--- config.mk ---
export PLATFORM = sky130hd
export DESIGN_NAME = sram_cmd_frontend
export DESIGN_NICKNAME = d
export VERILOG_FILES = /design/src/rtl/sram_pkg.sv /design/src/rtl/btn_debounce.sv /design/src/rtl/sram_cmd_frontend.sv
export SDC_FILE = /design/constraint.sdc
export NUM_CORES = 1
export LEC_CHECK = 0
export CAP_MARGIN = 10
export CORE_MARGIN = 3
export CORE_UTILIZATION = 52
export DETAILED_ROUTE_END_ITERATION = 10
export PLACE_DENSITY_LB_ADDON = 0.1
export SLEW_MARGIN = 20
export SYNTH_ARGS = -nofsm -noshare
export SYNTH_HDL_FRONTEND = slang
export SYNTH_SLANG_ARGS = --single-unit
--- constraint.sdc ---
create_clock -name clk -period 1.85 [get_ports clk]
set_input_delay 0.4625 -clock clk [delete_from_list [all_inputs] [get_ports clk]]
set_output_delay 0.4625 -clock clk [all_outputs]
set_load 0.005 [all_outputs]
--- src/rtl/sram_pkg.sv ---
// Shared SRAM controller types: FSM/command encodings and default widths.
// Also carries a saturating add used by the drop counter.
package sram_pkg;

  localparam int DATA_W_DEF = 4;
  localparam int ADDR_W_DEF = 4;

  typedef enum logic [1:0] {
    IDLE  = 2'b00,
    ISSUE = 2'b01,
    HOLD  = 2'b10
  } state_t;

  typedef enum logic {
    CMD_WR = 1'b0,
    CMD_RD = 1'b1
  } cmd_t;

  function automatic logic [3:0] sat_add(
    input logic [3:0] a,
    input logic [1:0] b
  );
    logic [4:0] s;
    s = {1'b0, a} + {3'b000, b};
    return (s > 5'd15) ? 4'hF : s[3:0];
  endfunction

endpackage

--- src/rtl/btn_debounce.sv ---
// Button synchroniser + debounce counter.
// Emits a one-cycle rise when the debounced level goes 0->1.
module btn_debounce #(
  parameter int DEBOUNCE_CYCLES = 100000
) (
  input  logic clk,
  input  logic rst,
  input  logic btn,
  output logic rise
);

  localparam int CW = 20;
  localparam logic [CW-1:0] LAST =
    CW'(DEBOUNCE_CYCLES - 1);

  logic          s1;
  logic          s2;
  logic          level;
  logic          level_d;
  logic [CW-1:0] cnt;

  always_ff @(posedge clk) begin
    if (rst) begin
      s1      <= 1'b0;
      s2      <= 1'b0;
      level   <= 1'b0;
      level_d <= 1'b0;
      cnt     <= '0;
    end else begin
      s1      <= btn;
      s2      <= s1;
      level_d <= level;
      if (s2 == level) begin
        cnt <= '0;
      end else if (cnt == LAST) begin
        level <= s2;
        cnt   <= '0;
      end else begin
        cnt <= cnt + 1'b1;
      end
    end
  end

  assign rise = level & ~level_d;

endmodule

--- src/rtl/sram_cmd_frontend.sv ---
// Buttons/switches to one-shot write/read commands for the SRAM
// controller, with a post-command lockout and a dropped-press count.
module sram_cmd_frontend
  import sram_pkg::*;
#(
  parameter int DEBOUNCE_CYCLES = 100000,
  parameter int LOCKOUT_CYCLES  = 2,
  parameter int DATA_W          = DATA_W_DEF,
  parameter int ADDR_W          = ADDR_W_DEF
) (
  input  logic              clk,
  input  logic              rst,
  input  logic              btn_write,
  input  logic              btn_read,
  input  logic [DATA_W-1:0] sw_data,
  input  logic [ADDR_W-1:0] sw_addr,
  output logic              write,
  output logic              read,
  output logic [DATA_W-1:0] data_in,
  output logic [ADDR_W-1:0] address_in,
  output logic              busy,
  output logic [3:0]        drop_cnt
);

  localparam logic [3:0] LOCK_LD = 4'(LOCKOUT_CYCLES);

  logic              wr_rise;
  logic              rd_rise;
  logic [1:0]        n_rise;
  logic [DATA_W-1:0] sd1;
  logic [DATA_W-1:0] sd2;
  logic [ADDR_W-1:0] sa1;
  logic [ADDR_W-1:0] sa2;
  state_t            state;
  cmd_t              cmd;
  logic [3:0]        lock;

  btn_debounce #(
    .DEBOUNCE_CYCLES(DEBOUNCE_CYCLES)
  ) u_wr (
    .clk (clk),
    .rst (rst),
    .btn (btn_write),
    .rise(wr_rise)
  );

  btn_debounce #(
    .DEBOUNCE_CYCLES(DEBOUNCE_CYCLES)
  ) u_rd (
    .clk (clk),
    .rst (rst),
    .btn (btn_read),
    .rise(rd_rise)
  );

  assign n_rise = {1'b0, wr_rise} + {1'b0, rd_rise};

  always_ff @(posedge clk) begin
    if (rst) begin
      sd1        <= '0;
      sd2        <= '0;
      sa1        <= '0;
      sa2        <= '0;
      state      <= IDLE;
      cmd        <= CMD_WR;
      lock       <= '0;
      data_in    <= '0;
      address_in <= '0;
      drop_cnt   <= '0;
    end else begin
      sd1 <= sw_data;
      sd2 <= sd1;
      sa1 <= sw_addr;
      sa2 <= sa1;
      unique case (state)
        IDLE: begin
          if (wr_rise) begin
            state      <= ISSUE;
            cmd        <= CMD_WR;
            data_in    <= sd2;
            address_in <= sa2;
            // write wins a tie; the read press is lost
            if (rd_rise)
              drop_cnt <= sat_add(drop_cnt, 2'd1);
          end else if (rd_rise) begin
            state      <= ISSUE;
            cmd        <= CMD_RD;
            data_in    <= sd2;
            address_in <= sa2;
          end
        end
        ISSUE: begin
          lock     <= LOCK_LD;
          state    <= HOLD;
          drop_cnt <= sat_add(drop_cnt, n_rise);
        end
        HOLD: begin
          lock     <= lock - 4'd1;
          drop_cnt <= sat_add(drop_cnt, n_rise);
          if (lock == 4'd1)
            state <= IDLE;
        end
        default: state <= IDLE;
      endcase
    end
  end

  assign write = (state == ISSUE) && (cmd == CMD_WR);
  assign read  = (state == ISSUE) && (cmd == CMD_RD);
  assign busy  = (state != IDLE);

endmodule

Word-level counts from Yosys, hierarchy flattened
Index checks and enable logic that the tools add are counted.
{"block": "totals", "register_bits": 83, "in_bits": 12, "elab_cells": 77, "output_inout_bits": 15}
{"block": "classes", "n_mux": 16, "n_eq_ne": 11, "order_cmp": 2, "bitwise_logic": 7, "add_sub_neg": 6, "n_reduce_logical": 15}
{"operator": "adder 20 x 1 -> 20 bit, second input constant", "count": 2}
{"operator": "equality test 20 x 17 -> 1 bit, second input constant", "count": 2}
{"operator": "two-way mux 4 bit", "count": 8}
{"operator": "case mux 4 bit (2 select lines)", "count": 2}
{"operator": "greater-than comparator 5 x 4 -> 1 bit, second input constant", "count": 2}
{"operator": "AND reduction 2 bit", "count": 4}
{"operator": "nonzero test 2 bit", "count": 4}
{"operator": "two-way mux 2 bit", "count": 3}
{"operator": "inequality test 2 bit, second input constant", "count": 3}
{"operator": "case mux 2 bit (3 select lines)", "count": 1}
{"operator": "OR reduction 3 bit", "count": 2}
{"operator": "adder 4 x 1 -> 5 bit, second input constant", "count": 1}
{"operator": "adder 4 x 2 -> 5 bit", "count": 1}
{"operator": "inverter 1 bit", "count": 5}
{"operator": "equality test 4 x 1 -> 1 bit, second input constant", "count": 1}
{"operator": "subtractor 4 x 1 -> 4 bit, second input constant", "count": 1}
{"operator": "inequality test 3 bit, second input constant", "count": 1}
{"operator": "AND reduction 3 bit", "count": 1}
{"operator": "adder 1 x 1 -> 2 bit", "count": 1}
{"operator": "bitwise AND 1 bit", "count": 2}
{"operator": "equality test 1 bit", "count": 2}
{"operator": "equality test 2 x 1 -> 1 bit, second input constant", "count": 1}
{"operator": "equality test 2 bit, second input constant", "count": 1}
{"operator": "logical AND 1 bit", "count": 2}
{"operator": "other kinds (3)", "count": 4}

Longest topological paths before layout
Gate-level depths: netlist of the first run.
{"block": "logic_depth", "ltp_word": 7, "depth_mapped": 10, "mapped_depth_nobuf": 9}

Hierarchy
From an unflattened synthesis of the first run, not the netlist that was laid out.
{"block": "hier_totals", "hier_cells": 379, "hier_area_um2": 3697.3}
{"module": "btn_debounce", "cells_each": 116, "seq_area_each_um2": 480.5, "area_per_inst_um2": 1103.6, "n_inst": 2}
{"module": "sram_cmd_frontend", "cells_each": 147, "seq_area_each_um2": 700.7, "area_per_inst_um2": 1490.2, "n_inst": 1}

Worst setup path before layout of the first run
OpenSTA, ideal clock, no wires.
{"block": "synth_timing", "path_kind": "register -> register", "from": "register drop_cnt[0]", "to": "register drop_cnt[0]", "n_path_buf": 1, "setup_time_ps": 132, "arrival_time_ps": 1842, "path_stages_with_launch": 10, "setup_slack_ps": -124, "required_ps": 1718, "synth_period_minus_slack_ps": 1974, "cell_sequence": "dfxtp_1 -> clkbuf_2 -> inv_1 -> xnor2_1 -> ha_1 -> or2_2 -> ha_1 -> a311oi_1 -> a311o_1 -> a21oi_1"}
{"block": "synth_between", "elab_chain_cells": 6, "elab_cells_between_ends": 9, "cone_classes": "add/sub: 2; order compare: 2; mux: 5"}
{"item": "start: declaration", "line": "sram_cmd_frontend.sv:22", "text": "output logic [3:0] drop_cnt"}
{"item": "start signal: assignment", "line": "sram_cmd_frontend.sv:84", "text": "drop_cnt <= sat_add(drop_cnt, 2'd1);"}
{"item": "start signal: assignment", "line": "sram_cmd_frontend.sv:95", "text": "drop_cnt <= sat_add(drop_cnt, n_rise);"}
{"item": "start signal: assignment", "line": "sram_cmd_frontend.sv:99", "text": "drop_cnt <= sat_add(drop_cnt, n_rise);"}
{"item": "adder 4 x 1 -> 5 bit", "line": "sram_pkg.sv:24", "text": "s = {1'b0, a} + {3'b000, b};"}
{"item": "greater-than comparator 5 x 4 -> 1 bit", "line": "sram_pkg.sv:25", "text": "return (s > 5'd15) ? 4'hF : s[3:0];"}
{"item": "two-way mux 4 bit", "line": "sram_pkg.sv:25"}
{"item": "two-way mux 4 bit", "line": "sram_cmd_frontend.sv:83", "text": "if (rd_rise)"}
{"item": "two-way mux 4 bit", "line": "sram_cmd_frontend.sv:77", "text": "if (wr_rise) begin"}
{"item": "case mux 4 bit (2 select lines) (*)", "line": "sram_cmd_frontend.sv:75", "text": "unique case (state)"}
Every way passes the cells marked *; elsewhere a longest branch is shown, timed or not. The select of a mux whose other input is x is not followed.
A chain may end at the register's enable or synchronous reset.

Final worst setup path of the first run
{"block": "layout_timing", "from": "register u_wr.level_d", "to": "register drop_cnt[0]"}
{"block": "layout_between", "elab_chain_cells": 7, "elab_cells_between_ends": 9, "cone_classes": "add/sub: 2; order compare: 1; eq/ne: 1; mux: 2; bitwise: 2; reduce/logical: 1"}
{"item": "start: declaration", "line": "btn_debounce.sv:19", "text": "logic level_d;"}
{"item": "start signal: assignment", "line": "btn_debounce.sv:32", "text": "level_d <= level;"}
{"item": "inverter 1 bit (*)", "line": "btn_debounce.sv:44", "text": "assign rise = level & ~level_d;"}
{"item": "bitwise AND 1 bit (*)", "line": "btn_debounce.sv:44"}
{"item": "adder 1 x 1 -> 2 bit", "line": "sram_cmd_frontend.sv:56", "text": "assign n_rise = {1'b0, wr_rise} + {1'b0, rd_rise};"}
{"item": "adder 4 x 2 -> 5 bit", "line": "sram_pkg.sv:24"}
{"item": "greater-than comparator 5 x 4 -> 1 bit", "line": "sram_pkg.sv:25"}
{"item": "two-way mux 4 bit", "line": "sram_pkg.sv:25"}
{"item": "case mux 4 bit (2 select lines)", "line": "sram_cmd_frontend.sv:75"}
Every way passes the cells marked *; elsewhere a longest branch is shown, timed or not.

==> results of run 1 <==
==> placed cells by master (no fill, tap or decap), drive strengths merged, types with 4 or more instances in the layout <==
master | synthesis | routed
dfxtp | 83 | 83
nand2 | 18 | 18
and4 | 5 | 5
clkbuf | 6 | 11
ha | 13 | 13
a311oi | 4 | 4
a21oi | 5 | 5
clkdlybuf4s50 | 0 | 22
or2 | 4 | 4
a211oi | 4 | 4
nor2b | 25 | 25
nand4 | 12 | 12
xor2 | 28 | 28
xnor2 | 11 | 11
o21ai | 4 | 4
buf | 7 | 16
nor2 | 65 | 65
nor4 | 7 | 7
inv | 15 | 15
nor3 | 8 | 8
nand3 | 14 | 14
mux2i | 13 | 13
==> routing by layer <==
metal	global-route usage	part of all wire	vias to the layer above
li1	-	-	1335
met1	0.228	0.49	1161
met5	0	0	-
met4	0.0783	0.018	0
met2	0.273	0.46	34
met3	0.0466	0.034	11
==> worst paths after layout <==
check | startpoint | end | slack [ns]
setup / recovery | u_wr.level_d | drop_cnt[0] | 0.05
hold / removal | sa1[3] | sa2[3] | 0.44
setup reg to reg | u_wr.level_d | drop_cnt[0] | 0.05
hold reg to reg | sa1[3] | sa2[3] | 0.44
==> power groups by stage <==
stage	clock, W	sequential [W]	combinational [W]
after global placement	0	0.00185	0.0000704
final	0.00131	0.00181	0.0000695
after floorplan	0	0.00185	0.0000410
after global routing	0.00143	0.00181	0.0000775
after CTS	0.00135	0.00181	0.0000710
after detailed placement	0	0.00185	0.0000708
==> flip-flops by register name, indices dropped and copies added, names as in the netlist, 4 cells and up <==
register / flops
sa1: 4
data_in: 4
address_in: 4
u_wr.cnt: 20
sa2: 4
drop_cnt: 4
lock: 4
u_rd.cnt: 20
sd1: 4
sd2: 4
==> worst max-delay path, cell delays in order, from the launching register on <==
cell and delay, ns:
dfxtp_2 0.32, and2b_2 0.23, xnor2_2 0.13, ha_2 0.19
or2_4 0.23, ha_4 0.17, a311oi_1 0.21, a311o_1 0.15
a21oi_1 0.06
==> metrics by stage <==
stage	TNS, ns	std cells
floorplan	0	375
global placement	0	477
detailed placement	-0.00539	477
CTS	0	497
global route	-0.0998	497
finish	0	497
==> timing repair <==
item,CTS,global route
hold endpoints to repair,0,0
gates resized for setup,14,6
setup endpoints to repair,6,7
setup buffers,4,0
pin swaps,5,2
==> cell type report <==
type | count | share of cell area
Multi-Input combinational cell | 264 | 0.423
Sequential cell | 83 | 0.396
Timing Repair Buffer | 42 | 0.0965
Clock buffer | 11 | 0.0335
Tap cell | 77 | 0.0229
Clock inverter | 5 | 0.0148
Inverter | 15 | 0.0134
==> cells by family after synthesis <==
kind of cell,Yosys count,synth area share
AO/OA/AOI/OAI,24,0.0479
XOR/XNOR,39,0.0962
adder cells (fa/ha/maj),14,0.0486
buffers and inverters,28,0.0416
flip-flops,83,0.468
multiplexers,13,0.0366
AND/OR/NAND/NOR,174,0.261
==> results by group, run 1 <==
Global routing
  • Via count of the first global-routing pass: 2,418
  • Global-route wire length before repair: 10.7 mm
  • Gr usage total: 0.175
  • Pin count of the biggest net entering global routing: 31
  • GRT overflow: 0
  • Antenna violations before repair: 0

Yosys
  • Area contributors post-synth: dfxtp_1 47%, xor2_1 6.9%, nor2_1 6.9%, ha_1 4.6%, nor2b_1 4.4%
  • Mapped Nets: 400
  • Post-synth EDFFs: 0
  • Synth area leader: dfxtp_1
  • Synthesized netlist cell count: 375
  • Sequential area share after synthesis: 0.468
  • Synth Cell Area: 0.00355 mm²
  • Top-count cell post-synth: dfxtp_1
  • Top_reg_cell synth: dfxtp_1
  • FF+latch count, synth: 83
  • Share of the synthesized area in the top cell type: 0.468
  • Synthesized area per cell: 9.47 µm²
  • Ys Warns: 0
  • Post-synthesis cell type count: 46
  • Post-synth top cells: 83 x dfxtp_1, 65 x nor2_1, 28 x xor2_1
  • FFs w/ async S/R, synth: 0

Outcome
  • Outcome: complete, no violations

Job
  • Max-cap violation count: 0

Clocking
  • H-tree depth: 3
  • CTS root buffer: clkbuf_8
  • Clock sink count: 83
  • CTS clk-pin slew, worst paths: 0.09 ns
  • Num CTS Buffers: 9
  • Clk_lat worst skew: 0.35 ns
  • Clock buffer depth: 2
  • TritonCTS clock tree: done
  • Hold-fix buffers at CTS: 0

Layout
  • Share of cells above drive strength 1: 0.133
  • Antenna Cells: 0
  • Multi-input gate area: 0.00178 mm²
  • Register Area: 0.00167 mm²
  • Fill cell count: 534
  • Fin area: 0.00422 mm²
  • Post-layout net count: 440
  • Synthesis-to-layout area growth: 18.7%
  • Finished Core Util: 0.649

Die
  • Number of I/O pins: 27
  • Starting Density: 0.547
  • Die area: 0.00786 mm²
  • Die Y: 88.6 µm
  • Row count: 29
  • Chip width: 88.6 µm
  • Core Area: 0.00649 mm²

Routing
  • DRT Wirelength: 6.02 mm
  • Via-to-Cell Ratio: 5.11
  • DR vias: 2,541
  • Initial DRC count: 84
  • Routed Antenna Nets: 0
  • DR DRC count: 0
  • Avg WL per Cell: 12.1 µm
  • DR pass1 iterations: 4

STA
  • Final-report max-slew violation count: 0
  • Slew HR: 0.715
  • Final min period: 1.80 ns
  • Worst Setup Slack, final: 0.0542 ns
  • Fmax: 557 MHz
  • Final period util: 0.971
  • Final hold violations: 0
  • Setup Skew: 0.0134 ns
  • Hold slack: 0.439 ns
  • Tightest Pin Transition: 0.425 ns
  • Setup violators final: 0
  • RSZ-0062 raised after global routing: true

Power and ir drop
  • Switch share: 0.213
  • Pint: 0.00251 W
  • PD cells: 757 mW/mm²
  • Part of the power in registers: 0.568
  • Peak VDD IR: 0.000470 V
  • Switching pwr: 0.000679 W
  • Static Leak: 1.64 nW
  • Clock power frac: 0.410
  • Total power: 0.00319 W
  • Logic pwr share: 0.022

Critical path
  • Critical path class: register to register
  • CP Launch Type: register
  • CP Data Required Time: 2.10 ns
  • Highest net fanout along the worst path: 4
  • CP arrival: 2.04 ns
  • Endpoint class of the critical path: register
  • R2R depth: 8

Min path
  • Hold Crit Depth: 1
  • Hold WC Path Type: register to register

Placement
  • DP Area: 0.00395 mm²
  • Final Wtd Congestion: 0.758
  • DP HPWL: 4.11 mm
  • Number of port buffers: 26
  • Pre-CTS setup slack: -0.00539 ns
No activity file was read; power rests on OpenSTA's default activity.
==> inputs of run 2 (changes only) <==
--- a/config.mk
+++ b/config.mk
@@ -5,6 +5,7 @@
 export SDC_FILE = /design/constraint.sdc
 export NUM_CORES = 1
 export LEC_CHECK = 0
+export ABC_CLOCK_PERIOD_IN_PS = 1850
 export CAP_MARGIN = 10
 export CORE_MARGIN = 3
 export CORE_UTILIZATION = 52
==> results of run 2 <==
Same layout as run 1: the final DEF is identical, and so are final timing and power.
==> inputs of run 3 (changes only) <==
--- a/config.mk
+++ b/config.mk
@@ -7,7 +7,7 @@
 export LEC_CHECK = 0
 export ABC_CLOCK_PERIOD_IN_PS = 1850
 export CAP_MARGIN = 10
-export CORE_MARGIN = 3
+export CORE_MARGIN = 2
 export CORE_UTILIZATION = 52
 export DETAILED_ROUTE_END_ITERATION = 10
 export PLACE_DENSITY_LB_ADDON = 0.1
==> results by group, run 3 (same netlist as run 1, synthesis figures left out) <==
Layout
  • Commonest non-fill, non-tap cell in the layout: dfxtp_1
  • Share of cells above drive strength 1: 0.133
  • Fin area: 0.00423 mm²
  • Post-layout net count: 442
  • Finished Core Util: 0.633
  • Top Registers: u_rd.cnt (20), u_wr.cnt (20)
  • Antenna Cells: 0
  • Synthesis-to-layout area growth: 19.2%
  • Most frequent cells in the layout: 79 x dfxtp_1, 65 x nor2_1, 28 x xor2_1

Routing
  • Routed Antenna Nets: 0
  • DR DRC count: 0
  • Avg WL per Cell: 11.8 µm
  • DR pass1 iterations: 6
  • DR vias: 2,573
  • Via-to-Cell Ratio: 5.13
  • Initial DRC count: 125
  • DRT Wirelength: 5.94 mm

Min path
  • Hold WC Path Type: register to register

STA
  • Final-report max-slew violation count: 0
  • RSZ-0062 raised after global routing: true
  • TNS Setup: 0 ns
  • Final hold violations: 0
  • Slew HR: 0.696
  • Tightest Pin Transition: 0.454 ns
  • Final period util: 0.992
  • Setup Skew: 0.00928 ns
  • Fmax: 545 MHz
  • Setup violators final: 0
  • Worst Setup Slack, final: 0.0145 ns
  • Final min period: 1.84 ns

Global routing
  • Pin count of the biggest net entering global routing: 25
  • Grt met3 use: 0.0429
  • Gr usage total: 0.170
  • Global routing usage on met2: 0.271
  • Top Usage Layer GRT: met2
  • Via count of the first global-routing pass: 2,353
  • Met1 Track Usage GR: 0.216
  • Global-route wire length before repair: 10.2 mm
  • Antenna violations before repair: 0
  • GRT overflow: 0

Die
  • Number of I/O pins: 27
  • Core Area: 0.00668 mm²
  • Starting Density: 0.531
  • Chip width: 86.6 µm
  • Row count: 30
  • Die area: 0.00751 mm²
  • Die Y: 86.6 µm

Power and ir drop
  • Static Leak: 1.64 nW
  • Total power: 0.00332 W
  • PD cells: 784 mW/mm²
  • Peak VDD IR: 0.000547 V

Clocking
  • Num CTS Buffers: 9
  • H-tree depth: 3
  • Clock sink count: 83
  • CTS clk-pin slew, worst paths: 0.08 ns
  • Clk_lat worst skew: 0.34 ns
  • CTS root buffer: clkbuf_8
  • Clock buffer depth: 2
  • TritonCTS clock tree: done

Critical path
  • CP arrival: 2.09 ns
  • CP Data Required Time: 2.10 ns
  • Endpoint class of the critical path: register
  • R2r setup slk: 0.01 ns
  • Highest net fanout along the worst path: 4
  • Critical path class: register to register
  • CP Launch Type: register

Job
  • Max-cap violation count: 0

Outcome
  • Outcome: complete, no violations

Placement
  • DP HPWL: 4.12 mm
  • Number of port buffers: 26
  • Pre-CTS setup slack: -0.0428 ns
  • Final Wtd Congestion: 0.781
  • DP Area: 0.00396 mm²
-- run 3: cell count changes in the layout (fill, tap and decap cells not counted), sizes merged --
cell | previous run | this run
bufinv | 1 | 2
buf | 16 | 18
dlymetal6s2s | 1 | 0
clkdlybuf4s50 | 22 | 23
dlygate4sd2 | 1 | 3
clkbuf | 11 | 9
clkinvlp | 2 | 1
clkdlybuf4s15 | 2 | 0
inv | 15 | 17
-- run 3: final timing paths --
| kind | from | to | cells after the start |
|---|---|---|---|
| setup reg to reg | u_wr.level_d | drop_cnt[2] | 8 |
| hold / removal | sa1[3] | sa2[3] | 1 |
| hold reg to reg | sa1[3] | sa2[3] | 1 |
| setup / recovery | u_wr.level_d | drop_cnt[2] | 8 |
-- run 3: through the flow --
step | hold WS, ns | std cells
3_5_place_dp | 0.420 | 483
4_1_cts | 0.440 | 502
5_1_grt | 0.459 | 502
6_report | 0.441 | 502
2_1_floorplan | 0.414 | 375
3_3_place_gp | 0.418 | 483
-- run 3: per-layer routing --
layer  share of wire  up-vias
met5               0        -
met4           0.012        0
met3           0.037        7
met2            0.46       42
met1            0.49     1184
li1                -     1340
-- run 3: report_power, final --
part	total [W]	internal, W	switching [W]
clock	0.00144	0.000770	0.000668
combinational	0.0000684	0.0000400	0.0000284
sequential	0.00181	0.00181	0.00000576
total	0.00332	0.00262	0.000702
-- run 3: timing repair --
item / in CTS / in global routing
resized for setup: 12 / 2
pin swaps: 3 / 2
setup endpoints to repair: 6 / 4
buffers inserted: 3 / 0
hold buffers: 0 / 0
-- run 3: final cells by class --
class	instances	area (µm²)
clock buffers	9	124
clock inverters	7	98.8
fillers	578	2450
inverters	15	56.3
multi-input cells	264	1780
flip-flops and latches	83	1670
well taps	80	100
repair buffers	44	408
-- run 3: worst max-delay path, stage by stage, from the launching register on --
cell,delay (ns)
dfxtp_2,0.33
and2b_2,0.23
xnor2_1,0.13
ha_2,0.18
or2_4,0.25
ha_4,0.17
mux2i_1,0.16
nor4_1,0.07
nor3b_1,0.23
==> patch 1: new RTL, config.mk and constraints of run 3 <==
Put a register stage on the outputs `write`, `read` and `busy`, cleared by the reset. The values now appear one clock later. The other outputs are not delayed to match.
--- a/src/rtl/sram_cmd_frontend.sv
+++ b/src/rtl/sram_cmd_frontend.sv
@@ -107,5 +107,13 @@
 
-  assign write = (state == ISSUE) && (cmd == CMD_WR);
-  assign read  = (state == ISSUE) && (cmd == CMD_RD);
-  assign busy  = (state != IDLE);
+  always_ff @(posedge clk) begin
+    if (rst) begin
+      write <= '0;
+      read  <= '0;
+      busy  <= '0;
+    end else begin
+      write <= (state == ISSUE) && (cmd == CMD_WR);
+      read  <= (state == ISSUE) && (cmd == CMD_RD);
+      busy  <= (state != IDLE);
+    end
+  end
 
Formal check against the unedited RTL: no difference found for any inputs over 10 cycles, from zero or initial values and one cycle with rst high; that may be too few to reach the edited logic, so the function may still have changed.
==> patch 1 against run 3 <==
Total power decreased by 2.8%; fmax increased by 3.6%; largest power group unchanged; sequential share of layout area increased by 0.49 points; clock skew decreased by 0.0013 ns; wire length increased by 10%; setup slack improved by 0.064 ns; count of clock-buffer cells in the layout unchanged; register-to-register slack improved by 0.096 ns; non-clock buffer count increased by 1; final area increased by 2.2%; first-iteration DRC count increased by 3.2%; sequential cell count increased by 3; highest routed layer unchanged; synthesized cell count increased by 4.0%; area after synthesis increased by 2.7%.
==> patch 1: results (changes against run 3) <==
{
  "relSlewSlack": {"value": 71.8, "unit": "%", "change": "+2.2 points"},
  "die_w": {"value": 87.8, "unit": "um", "change": "+1.3%"},
  "clkTransAtPathRegs": {"value": 0.10, "unit": "ns", "change": "+0.02 ns"},
  "preCtsSetupSlack": {"value": 0.0144, "unit": "ns", "change": "+0.0572 ns"},
  "global_route.usage.met1": {"value": 23.2, "unit": "%", "change": "+1.5 points"},
  "post_synthesis_sequential_area_ratio": {"value": 47.2, "unit": "%", "change": "+0.41 points"},
  "route.met2.wl": {"value": 3.10, "unit": "mm", "change": "+14%"},
  "slowest_stage": {"value": "sky130_fd_sc_hd__clkdlybuf4s50_1"},
  "p_leak": {"value": 1.59, "unit": "nW", "change": "-2.9%"},
  "mappedNetlistNets": {"value": 415, "change": "+3.8%"},
  "outcome": {"value": "completed"},
  "routed-wl-met3": {"value": 166, "unit": "um", "change": "-25%"},
  "grtUsageMet3": {"value": 5.00, "unit": "%", "change": "+0.71 points"},
  "crit_family": {"value": "buffers and inverters"},
  "internal-power": {"value": 0.00245, "unit": "W", "change": "-6.5%"},
  "synth.cells.most_frequent": {"value": "86 x sky130_fd_sc_hd__dfxtp_1, 49 x sky130_fd_sc_hd__nor2_1, 29 x sky130_fd_sc_hd__nor2b_1"},
  "dpl.cell_count": {"value": 516, "change": "+6.8%"},
  "place_area": {"value": 0.00411, "unit": "sq mm", "change": "+3.7%"},
  "multiInputGateArea": {"value": 0.00183, "unit": "sq mm", "change": "+2.7%"},
  "cp_max_fo": {"value": 6, "change": "+2"},
  "via_total_after_detailed_routing": {"value": 2782, "change": "+8.1%"},
  "max-vdd-ir-drop": {"value": 0.585, "unit": "mV", "change": "+6.9%"},
  "worst-endpoint-arrival": {"value": 1.31, "unit": "ns", "change": "-0.78 ns"},
  "worst_hold_startpoint": {"value": "sa1[2]$_SDFF_PP0_"},
  "grt_first_pass_wirelength": {"value": 11.4, "unit": "mm", "change": "+11%"},
  "dr.first_iter.drc_count": {"value": 129, "change": "+3.2%"},
  "finalClockSkew": {"value": 0.00801, "unit": "ns", "change": "-0.00126 ns"},
  "synth.avg_cell_area": {"value": 9.35, "unit": "sq um", "change": "-1.2%"},
  "detail_route.wirelength.met1": {"value": 3.22, "unit": "mm", "change": "+10%"},
  "ys_types": {"value": 49, "change": "+6.5%"},
  "synth.top_cells.by_area": {"value": "sky130_fd_sc_hd__dfxtp_1 47%, sky130_fd_sc_hd__nor2_1 5.0%, sky130_fd_sc_hd__nor2b_1 5.0%"},
  "routabilityCongestion": {"value": 0.827, "change": "+5.8%"},
  "globalRouteTotalUtil": {"value": 18.3, "unit": "%", "change": "+1.2 points"},
  "worstRegToRegCells": {"value": 5, "change": "-3"},
  "critical-path-max-stage-delay": {"value": 0.49, "unit": "ns", "change": "+0.16 ns"},
  "final_nets": {"value": 456, "change": "+3.2%"},
  "drive_gt1_share": {"value": 11.2, "unit": "%", "change": "-2.0 points"},
  "globalRouteMet2Util": {"value": 30.5, "unit": "%", "change": "+3.4 points"}
}
[patch 1: changes by cell type after synthesis, sizes merged, moves of 6 or more]
cell / change
or3: +8
or4: +6
a21oi: +12
xor2: -9
nor2: -16
o21ai: +9
[patch 1: power groups by stage]
stage               registers (W)  logic [W]  clock network [W]
finish                    0.00188  0.0000709            0.00128
global route              0.00188  0.0000782            0.00140
CTS                       0.00188  0.0000724            0.00132
floorplan                 0.00192  0.0000365                  0
detailed placement        0.00192  0.0000715                  0
global placement          0.00192  0.0000714                  0
[patch 1: cell type report]
class	count	area share, %
Clock inverter	7	1.65
Clock buffer	9	2.86
Inverter	15	1.30
Multi-Input combinational cell	274	42.2
Sequential cell	86	39.9
Timing Repair Buffer	45	9.31
Tap cell	96	2.78
[patch 1: repair_timing]
item                                    in CTS  in global routing
buffers inserted                             0                  0
endpoints found under the setup margin       1                  4
gates resized for setup                      1                  7
pin swaps                                    0                  2
cloned                                       0                  0
[patch 1: kinds of logic after synthesis]
logic type	Yosys count	share of synthesized area [%]
buffers and inverters	30	3.26
adders and majority gates	13	4.46
xor gates and xnor gates	27	6.48
DFF	86	47.2
and+or+nand+nor	170	26.2
AOI/OAI and AO/OA	51	8.75
muxes	13	3.60
[patch 1: worst max path at each step]
| stage | endpoint | slack, ns | cells after the start |
|---|---|---|---|
| 6_report | drop_cnt[0] | 0.08 | 2 |
| 5_1_grt | drop_cnt[2]$_SDFFE_PP0P_ | -0.005 | 10 |
| 4_1_cts | drop_cnt[2]$_SDFFE_PP0P_ | 0.008 | 10 |
| 3_5_place_dp | drop_cnt[3]$_SDFFE_PP0P_ | 0.01 | 9 |
| 3_3_place_gp | drop_cnt[2]$_SDFFE_PP0P_ | 0.1 | 10 |
| 2_1_floorplan | drop_cnt[1]$_SDFFE_PP0P_ | 0.04 | 10 |
==> patch 2: new RTL, settings of run 3 <==
Without the edit above. `ADDR_W_DEF`: 4 -> 5.
--- a/src/rtl/sram_pkg.sv
+++ b/src/rtl/sram_pkg.sv
@@ -5,3 +5,3 @@
   localparam int DATA_W_DEF = 4;
-  localparam int ADDR_W_DEF = 4;
+  localparam int ADDR_W_DEF = 5;
 
Ports: changed (resized address_in and sw_addr); port bits go from 27 to 29. No check against the original RTL was run, so the function may have changed too.
==> patch 2 against run 3 <==
Non-clock buffer count up 9; final area up 5.7%; clock skew about the same; via count up 9.4%; critical path depth up 1; area after synthesis up 3.6%; sequential cell count up 3; setup slack better by 0.033 ns; total power down 2.1%; wire length up 13%; core utilization up 2.1 points; highest routed layer unchanged.
==> patch 2: results (changes against run 3) <==
{
  "dpl.cell_count": {"value": 528, "change": "+9.3%"},
  "mappedNetlistNets": {"value": 422, "change": "+5.5%"},
  "routabilityCongestion": {"value": 0.866, "change": "+11%"},
  "filler_cell_count": {"value": 582, "change": "+0.69%"},
  "p_sw_share": {"value": 24.6, "unit": "%", "change": "+3.4 points"},
  "post_synthesis_sequential_area_ratio": {"value": 46.8, "unit": "%", "change": "about the same"},
  "hold-worst-slack": {"value": 0.435, "unit": "ns", "change": "-0.00552 ns"},
  "global_route.usage.met1": {"value": 23.2, "unit": "%", "change": "+1.5 points"},
  "final_nets": {"value": 473, "change": "+7.0%"},
  "dr.first_iter.drc_count": {"value": 88, "change": "-30%"},
  "grtUsageMet3": {"value": 4.15, "unit": "%", "change": "-0.14 points"},
  "relSlewSlack": {"value": 74.6, "unit": "%", "change": "+5.0 points"},
  "wl": {"value": 6.73, "unit": "mm", "change": "+13%"},
  "preCtsSetupSlack": {"value": 0.00168, "unit": "ns", "change": "+0.0445 ns"},
  "outcome": {"value": "completed"},
  "p_leak": {"value": 1.69, "unit": "nW", "change": "+2.8%"},
  "drt_first_pass_iters": {"value": 4, "change": "-2"},
  "routed-wl-met3": {"value": 232, "unit": "um", "change": "+4.5%"},
  "worstRegToRegCells": {"value": 9, "change": "+1"},
  "route.met2.wl": {"value": 3.16, "unit": "mm", "change": "+16%"},
  "via_total_after_detailed_routing": {"value": 2815, "change": "+9.4%"},
  "worst_hold_startpoint": {"value": "rst"},
  "synth.top_cells.by_area": {"value": "sky130_fd_sc_hd__dfxtp_1 47%, sky130_fd_sc_hd__nor2_1 6.0%, sky130_fd_sc_hd__xnor2_1 5.7%"},
  "finalWorstSetupSlack": {"value": 0.0475, "unit": "ns", "change": "+0.0331 ns"},
  "finalClockSkew": {"value": 0.00963, "unit": "ns", "change": "+0.000352 ns"},
  "clkTransAtPathRegs": {"value": 0.10, "unit": "ns", "change": "+0.02 ns"},
  "synthesis.instances": {"value": 396, "change": "+5.6%"},
  "power_consumed_by_the_clock_network": {"value": 0.00130, "unit": "W", "change": "-9.7%"},
  "worst_hold_path.endpoint": {"value": "u_wr.s2$_SDFF_PP0_"}
}
-- patch 2: cells by family after synthesis --
| kind of cell | after synthesis | share of synthesized area (%) |
|---|---|---|
| buffers and inverters | 29 | 3.06 |
| xor gates and xnor gates | 31 | 7.38 |
| muxes | 13 | 3.64 |
| and+or+nand+nor | 183 | 27.5 |
| AOI/OAI and AO/OA | 41 | 7.24 |
| DFF | 86 | 46.8 |
| adders and majority gates | 13 | 4.42 |
-- patch 2: area by class of cell --
type	count	area (sq um)	area share, %
clock buffers	9	124	2.77
clock inverters	7	76.3	1.71
inverters	16	60.1	1.34
multi-input cells	281	1890	42.3
flip-flops and latches	86	1730	38.7
well taps	96	120	2.69
repair buffers	53	467	10.4
-- patch 2: per-stage QoR --
stage               total power [W]  instance area (sq um)
global placement            0.00199                   4180
CTS                         0.00330                   4410
detailed placement          0.00199                   4180
finish                      0.00325                   4470
floorplan                   0.00196                   3680
global route                0.00338                   4470
